==> src/rtl/unified_mem_arbiter.sv <==
// Arbitrates one shared memory port between instruction fetch and data load/store,
// sequencing req/ack transactions and producing pipeline stall requests.
module unified_mem_arbiter #(
    parameter int AW         = 32,
    parameter int DW         = 32,
    parameter int STARVE_LIM = 4
) (
    input  logic          clk,
    input  logic          rst,
    input  logic          if_req,
    input  logic [AW-1:0] if_addr,
    output logic [DW-1:0] if_rdata,
    output logic          if_ready,
    input  logic          dm_req,
    input  logic          dm_we,
    input  logic [AW-1:0] dm_addr,
    input  logic [DW-1:0] dm_wdata,
    output logic [DW-1:0] dm_rdata,
    output logic          dm_ready,
    output logic          mem_req,
    output logic          mem_we,
    output logic [AW-1:0] mem_addr,
    output logic [DW-1:0] mem_wdata,
    input  logic [DW-1:0] mem_rdata,
    input  logic          mem_ack,
    output logic          stall_if,
    output logic          stall_dm,
    output logic          err_ack
);

    typedef enum logic [1:0] {
        IDLE,
        IF_BUSY,
        DM_BUSY
    } ArbState;

    localparam logic [3:0] STARVE_MAX = 4'(STARVE_LIM);

    ArbState    state;
    ArbState    nextState;
    logic [3:0] starveCnt;
    logic [3:0] starveCntNext;
    logic       ifElig;
    logic       dmElig;
    logic       ifCand;
    logic       dmCand;
    logic       decide;
    logic       grantIf;
    logic       grantDm;
    logic       ifAck;
    logic       dmAck;

    always_ff @(posedge clk) begin
        if (rst) begin
            state     <= IDLE;
            starveCnt <= 4'd0;
        end else begin
            state     <= nextState;
            starveCnt <= starveCntNext;
        end
    end

    // A request held through its own ready cycle is not yet a new request, and the
    // requester just served is excluded from the decision taken in its ack cycle.
    always_comb begin
        ifElig        = if_req & ~if_ready;
        dmElig        = dm_req & ~dm_ready;
        ifAck         = (state == IF_BUSY) & mem_ack;
        dmAck         = (state == DM_BUSY) & mem_ack;
        decide        = (state == IDLE) | ifAck | dmAck;
        ifCand        = ifElig & (state != IF_BUSY);
        dmCand        = dmElig & (state != DM_BUSY);
        grantDm       = decide & dmCand & (~ifCand | (starveCnt != STARVE_MAX));
        grantIf       = decide & ifCand & ~grantDm;
        nextState     = state;
        starveCntNext = starveCnt;
        if (decide) begin
            if (grantDm) begin
                nextState = DM_BUSY;
            end else if (grantIf) begin
                nextState = IF_BUSY;
            end else begin
                nextState = IDLE;
            end
        end
        if (grantIf) begin
            starveCntNext = 4'd0;
        end else if (grantDm && ifCand && (starveCnt != STARVE_MAX)) begin
            starveCntNext = starveCnt + 4'd1;
        end
    end

    // Memory-side outputs are latched at grant time so they stay stable until ack.
    always_ff @(posedge clk) begin
        if (rst) begin
            mem_req   <= 1'b0;
            mem_we    <= 1'b0;
            mem_addr  <= '0;
            mem_wdata <= '0;
            if_rdata  <= '0;
            dm_rdata  <= '0;
            if_ready  <= 1'b0;
            dm_ready  <= 1'b0;
            err_ack   <= 1'b0;
        end else begin
            if_ready <= ifAck & if_req;
            dm_ready <= dmAck & dm_req;
            if (ifAck) begin
                if_rdata <= mem_rdata;
            end
            if (dmAck) begin
                dm_rdata <= mem_rdata;
            end
            if ((state == IDLE) && mem_ack) begin
                err_ack <= 1'b1;
            end
            if (grantDm) begin
                mem_req   <= 1'b1;
                mem_we    <= dm_we;
                mem_addr  <= dm_addr;
                mem_wdata <= dm_wdata;
            end else if (grantIf) begin
                mem_req  <= 1'b1;
                mem_we   <= 1'b0;
                mem_addr <= if_addr;
            end else if (decide) begin
                mem_req <= 1'b0;
                mem_we  <= 1'b0;
            end
        end
    end

    assign stall_if = if_req & ~if_ready;
    assign stall_dm = dm_req & ~dm_ready;

endmodule
==> config.mk <==
export PLATFORM = sky130hd
export DESIGN_NAME = unified_mem_arbiter
export DESIGN_NICKNAME = d
export VERILOG_FILES = /design/src/rtl/unified_mem_arbiter.sv
export SDC_FILE = /design/constraint.sdc
export NUM_CORES = 1
export LEC_CHECK = 0
export ABC_AREA = 1
export CAP_MARGIN = 5
export CORE_UTILIZATION = 25
export CTS_BUF_LIST = sky130_fd_sc_hd__clkbuf_8
export DETAILED_ROUTE_END_ITERATION = 16
export GPL_TIMING_DRIVEN = 0
export PLACE_DENSITY = 0.54
export SYNTH_ARGS = -nofsm -noshare
export SYNTH_HDL_FRONTEND = slang
export SYNTH_SLANG_ARGS = --single-unit
==> constraint.sdc <==
create_clock -name clk -period 3.7 [get_ports clk]
set_clock_uncertainty 0.2 [all_clocks]
set_input_delay 1.11 -clock clk [delete_from_list [all_inputs] [get_ports clk]]
set_output_delay 1.11 -clock clk [all_outputs]
set_load 0.05 [all_outputs]
==> summary.md, run 1 <==
| Metric | Value |
|---|---|
| Startpoint types | input port |
| Leak Pwr | 3.33 nW |
| Num CTS Buffers | 17 |
| Slew @ Worst Pin | 592 ps |
| Data arrival, critical path | 2320 ps |
| Crit path capture type | output port |
| Top cell type's share of synthesized area | 50.9% |
| I/O Pins | 269 |
| Seq/Total Area, Yosys | 50.9% |
| Final-stage net count | 1,160 |
| Multi-input gate area | 0.00227 sq mm |
| CTS H-tree lvls | 4 |
| Die Area | 0.0225 sq mm |
| DRT Pass-1 Iters | 5 |
| Area grow syn2layout | 62.4% |
| Max Slew Vio Count | 0 |
| R2r worst-path depth | 5 |
| Unrepaired setup endpoints after global routing | false |
| Routed len/inst | 15.8 um |
| Tot Pwr | 4.31 mW |
| Critical path class | input port to output port |
| Setup_tns | 0 ps |
| Routability cong. | 0.822 |
| Die X | 150 um |
| Drt total wl | 20.7 mm |
| Worst R2R End | mem_addr[10]$_SDFFE_PP0P_ |
| Status | finished, final reports clean |
| Final setup viols | 0 |
| Placed cells | 1,280 |
| Minimum clock period | 3630 ps |
| Synthesized instance count | 739 |
| Setup slack after layout | 67.9 ps |
| Initial cell density of the core | 25.8% |
| Yosys cell types | 23 |
| Min-Delay Path Class | register to register |
| Final hold vios | 0 |
| Setup bufs post-CTS | 0 |
| RR Startpoint | state[1]$_SDFFE_PP0P_ |
| FF-to-FF setup slack | 1650 ps |
| Ranking of synthesized cells by area | dfxtp_1 51%, nand2_1 12%, a21oi_1 9.4%, nand3_1 6.4%, o21ai_0 4.9% |
| Vias in the first global route | 5,613 |
| Sequential Area | 0.00278 sq mm |
| Fmax | 275 MHz |
| Post-synthesis register bit count | 139 |
| Hold path cells | 2 |
| Starting DRT DRC Count | 251 |
| Mapped Area | 0.00547 sq mm |
| Post-DR vias/cell | 4.43 |
| Core area | 0.0212 sq mm |
| CTS tree | done |
| GRT overflow | 0 |
| Root buffer cell | clkbuf_8 |
| Yosys Warn Count | 0 |
| DRC | 0 |
| Max Cap Violations | 0 |
| CTS Sinks | 139 |
| Vert. Die Dim | 150 um |
| CP startpoint | dm_req |
| Pwr Density | 485 mW/mm^2 |
| Crit Path Max Fanout | 2 |
| Final period util | 98.2% |
| Diode count | 0 |
| Max clock buf depth | 2 |
| Detail Route Antenna Nets | 0 |
| Req. time, crit path | 2390 ps |
| Vias | 5,818 |
| Post-DP HPWL | 15.2 mm |
| Net count after synthesis | 875 |
| Worst vdd ir | 0.000221 V |
| Synth area leader | dfxtp_1 |
| First-pass GRT wire length | 31.4 mm |
| Clock latency on the worst-skew pair | 450 ps |
| Fillers | 2,197 |
| Hold WS | 262 ps |
| CP endpoint | stall_dm |
| I/O Buffers | 266 |
| Initial antenna violation count | 0 |
| Reg clk slew, reported paths | 80 ps |
| Largest net degree at the start of global routing | 17 |
| Place WS | -266 ps |
| Final cell count without fillers | 1,312 |
| GRT Util Overall | 18.4% |
| Slew HR | 60.4% |
| Layout cell share with drive strength beyond 1 | 5.88% |
| Mean Syn Cell Area | 7.40 sq um |
| Site Rows | 53 |
## stage by stage
| step | cell area, sq um | utilization, % |
|---|---|---|
| floorplan | 5470 | - |
| global placement | 8470 | 39.9 |
| detailed placement | 8470 | 39.9 |
| CTS | 8880 | 41.8 |
| global route | 8870 | 41.8 |
| finish | 8870 | 41.8 |
## routing by layer
| layer | GRT usage [%] | part of all wire [%] |
|---|---|---|
| met3 | 7.68 | 12 |
| met5 | 0 | 0 |
| met4 | 5.81 | 1.3 |
| met2 | 29.2 | 44 |
| met1 | 22.4 | 44 |
## cells by family after synthesis
logic type | after synthesis | synth area share (%)
DFF | 139 | 50.9
adders and majority gates | 2 | 0.458
AOI/OAI and AO/OA | 177 | 16.6
buffers and inverters | 100 | 7.62
and+or+nand+nor | 318 | 23.9
xor gates and xnor gates | 3 | 0.481
## synthesized netlist by cell type
library cell    n
a21oi_1       103
a31oi_1         1
buf_1           5
buf_2           9
buf_4           8
clkbuf_1       33
dfxtp_1       139
ha_1            2
inv_1          42
inv_2           3
nand2_1       173
nand3_1        70
nand3_2         1
nor2_1         70
nor2_2          2
nor2_4          2
o211ai_1        1
o211ai_2        1
o21ai_0        54
o21ai_1        15
o21ai_2         1
o21bai_2        1
xor2_1          3
## critical path, cell delays in order
cell and delay (ps):
clkdlybuf4s50_1 480, nand2_1 100, inv_1 90, clkdlybuf4s15_1 530
## flip-flops by register name, indices dropped and copies added (netlist names)
| signal | count |
|---|---|
| starveCnt | 4 |
| mem_req | 1 |
| if_rdata | 32 |
| mem_we | 1 |
| dm_rdata | 32 |
| mem_wdata | 32 |
| if_ready | 1 |
| state | 2 |
| err_ack | 1 |
| dm_ready | 1 |
| mem_addr | 32 |
## layout make-up
class	instances	share of cell area, %
clock inverters	15	1.96
inverters	45	1.90
multi-input cells	500	25.5
clock buffers	17	2.64
well taps	275	3.88
plain buffers	55	2.79
flip-flops and latches	139	31.4
repair buffers	266	29.9
## where the power goes
group,switching [mW],internal (mW),total (mW)
clock network,0.733,0.576,1.31
registers,0.0666,1.62,1.69
logic,0.841,0.468,1.31
## worst min-delay path by stage
stage / start / endpoint / slack (ps)
6_report: if_rdata[22]$_SDFFE_PP0P_ / if_rdata[22]$_SDFFE_PP0P_ / 260
5_1_grt: if_rdata[21]$_SDFFE_PP0P_ / if_rdata[21]$_SDFFE_PP0P_ / 270
4_1_cts: if_rdata[22]$_SDFFE_PP0P_ / if_rdata[22]$_SDFFE_PP0P_ / 270
3_5_place_dp: if_rdata[16]$_SDFFE_PP0P_ / if_rdata[16]$_SDFFE_PP0P_ / 250
3_3_place_gp: if_rdata[22]$_SDFFE_PP0P_ / if_rdata[22]$_SDFFE_PP0P_ / 250
2_1_floorplan: starveCnt[3]$_SDFFE_PP0P_ / starveCnt[3]$_SDFFE_PP0P_ / 250
## cells in the final DEF, fill, tap and decap left out, drive strengths merged
| cell type | netlist | routed |
|---|---|---|
| nand2 | 173 | 173 |
| xor2 | 3 | 3 |
| a31oi | 1 | 1 |
| clkinv | 0 | 2 |
| o211ai | 2 | 2 |
| clkbuf | 33 | 51 |
| nand3 | 71 | 71 |
| clkdlybuf4s50 | 0 | 264 |
| bufinv | 0 | 1 |
| inv | 45 | 56 |
| o21ai | 70 | 70 |
| ha | 2 | 2 |
| a21oi | 103 | 103 |
| o21bai | 1 | 1 |
| buf | 22 | 22 |
| dfxtp | 139 | 139 |
| clkinvlp | 0 | 1 |
| clkdlybuf4s15 | 0 | 1 |
| nor2 | 74 | 74 |
## what timing repair did
| action | CTS | global route |
|---|---|---|
| hold buffers | 0 | 0 |
| gates resized for setup | 2 | 3 |
| endpoints found under the setup margin | 2 | 2 |
No activity file was read; power rests on OpenSTA's default activity.
==> inputs of run 2 (changes only) <==
==> constraint.sdc (replaced) <==
create_clock -name clk -period 4.5 [get_ports clk]
set_clock_uncertainty 0.2 [all_clocks]
set_input_delay 1.35 -clock clk [delete_from_list [all_inputs] [get_ports clk]]
set_output_delay 1.35 -clock clk [all_outputs]
set_load 0.05 [all_outputs]
==> run 2 against run 1 <==
Global-route usage did not move. Largest cell class unchanged. Clock power fell by 18%. Sequential share of layout area barely moved. Combinational power fell by 18%. Wire length barely moved. Highest routed layer unchanged. First-iteration DRC count did not move. Clock-buffer cell count did not move. Register-to-register slack improved by 800 ps. Critical endpoint unchanged. Utilization barely moved.
==> summary.md, run 2 (synthesis gave the netlist of run 1 again) <==
| Metric | Value |
|---|---|
| I/O Pins | 269 |
| FF-to-FF setup slack | 2450 ps |
| Initial antenna violation count | 0 |
| Final setup viols | 0 |
| CTS Sinks | 139 |
| Reg clk slew, reported paths | 80 ps |
| Fmax | 226 MHz |
| Leak Pwr | 3.33 nW |
| Pwr Density | 399 mW/mm^2 |
| DRT Pass-1 Iters | 5 |
| Max clock buf depth | 2 |
| CP endpoint | stall_dm |
| GRT overflow | 0 |
| P_int | 2.19 mW |
| Vias | 5,818 |
| I/O Buffers | 266 |
| CTS tree | done |
| Die Area | 0.0225 sq mm |
| Critical path class | input port to output port |
| Max Cap Violations | 0 |
| Final hold vios | 0 |
| Crit Path Max Fanout | 2 |
| Most common cell after layout, fill and taps aside | clkdlybuf4s50_1 |
| Startpoint types | input port |
| Setup bufs post-CTS | 0 |
| Gate power share | 30.4% |
| Initial cell density of the core | 25.8% |
| Final-stage net count | 1,160 |
| DRC | 0 |
| Area grow syn2layout | 62.5% |
| Switching part of the total | 38.1% |
| Post-DR vias/cell | 4.43 |
| Final period util | 98.1% |
| Site Rows | 53 |
| Req. time, crit path | 2950 ps |
| Vias in the first global route | 5,613 |
| RR Startpoint | state[1]$_SDFFE_PP0P_ |
| Starting DRT DRC Count | 251 |
| Data arrival, critical path | 2870 ps |
| Routability cong. | 0.822 |
| Layout cell share with drive strength beyond 1 | 5.79% |
| CTS H-tree lvls | 4 |
| Diode count | 0 |
| Clock latency on the worst-skew pair | 450 ps |
| Min-Delay Path Class | register to register |
| Largest net degree at the start of global routing | 17 |
| Drt total wl | 20.7 mm |
| Clock share of power | 30.4% |
| Core area | 0.0212 sq mm |
| Die X | 150 um |
| Slew @ Worst Pin | 592 ps |
| Place WS | 54.1 ps |
| Routed len/inst | 15.8 um |
| DP Area | 0.00847 sq mm |
| Final instance area | 0.00888 sq mm |
| Crit path capture type | output port |
| Num CTS Buffers | 17 |
| First-pass GRT wire length | 31.4 mm |
| Seq pwr share | 39.2% |
| Setup slack after layout | 83.5 ps |
| Root buffer cell | clkbuf_8 |
| Post-DP HPWL | 15.2 mm |
| Worst vdd ir | 0.000182 V |
| GRT Util Overall | 18.4% |
| Commonest cells after routing, fill and taps aside | 265 x clkdlybuf4s50_1, 173 x nand2_1, 139 x dfxtp_1, 103 x a21oi_1 |
| Minimum clock period | 4420 ps |
| Setup_tns | 0 ps |
| Fillers | 2,197 |
| Status | finished, final reports clean |
| Util after Layout | 41.9% |
| NetSw | 1.35 mW |
| Unrepaired setup endpoints after global routing | false |
| Detail Route Antenna Nets | 0 |
| CP startpoint | dm_req |
| Worst R2R End | mem_addr[10]$_SDFFE_PP0P_ |
| R2r worst-path depth | 5 |
| Slew HR | 60.4% |
| Max Slew Vio Count | 0 |
| Vert. Die Dim | 150 um |
| Tot Pwr | 3.54 mW |
==> run 2: layout make-up <==
class	instances	area, sq um	area share, %
Buffer	55	248	2.79
Sequential cell	139	2780	31.3
Tap cell	275	344	3.87
Multi-Input combinational cell	500	2270	25.5
Clock inverter	15	174	1.96
Timing Repair Buffer	266	2670	30.0
Inverter	45	169	1.90
Clock buffer	17	234	2.63
==> run 2: stage by stage <==
stage               hold WS [ps]  cells
floorplan                    250    739
global placement             248   1280
detailed placement           253   1280
CTS                          266   1312
global route                 275   1312
finish                       262   1312
==> run 2: power groups by stage <==
| stage | clock (mW) | combinational, mW | sequential, mW |
|---|---|---|---|
| final | 1.08 | 1.08 | 1.39 |
| after global routing | 1.17 | 1.16 | 1.40 |
| after CTS | 1.12 | 1.09 | 1.39 |
| after detailed placement | 0 | 1.09 | 1.42 |
| after global placement | 0 | 1.09 | 1.41 |
| after floorplan | 0 | 0.305 | 1.76 |
==> run 2: worst min path at each step <==
| stage | cells past startpoint | slack [ps] | to | startpoint |
|---|---|---|---|---|
| floorplan | 2 | 250 | starveCnt[3]$_SDFFE_PP0P_ | starveCnt[3]$_SDFFE_PP0P_ |
| global placement | 2 | 250 | if_rdata[22]$_SDFFE_PP0P_ | if_rdata[22]$_SDFFE_PP0P_ |
| detailed placement | 2 | 250 | if_rdata[16]$_SDFFE_PP0P_ | if_rdata[16]$_SDFFE_PP0P_ |
| CTS | 2 | 270 | if_rdata[22]$_SDFFE_PP0P_ | if_rdata[22]$_SDFFE_PP0P_ |
| global route | 2 | 270 | if_rdata[21]$_SDFFE_PP0P_ | if_rdata[21]$_SDFFE_PP0P_ |
| finish | 2 | 260 | if_rdata[22]$_SDFFE_PP0P_ | if_rdata[22]$_SDFFE_PP0P_ |
==> run 2: worst max-delay path, cell delays in order <==
cell             delay [ps]
clkdlybuf4s50_1         480
nand2_1                 100
inv_1                    90
clkdlybuf4s50_1         840
==> run 2: timing repair <==
action,CTS,global route
hold buffers,0,0
endpoints found under the setup margin,0,1
resized for setup,0,1
==> run 2: metal layers <==
| layer | vias to the layer above | routed length [um] | global-route usage, % |
|---|---|---|---|
| met2 | 235 | 9010 | 29.2 |
| met1 | 2597 | 9020 | 22.4 |
| met3 | 15 | 2400 | 7.68 |
| met4 | 0 | 262 | 5.81 |
| li1 | 2971 | - | - |
| met5 | - | 0 | 0 |
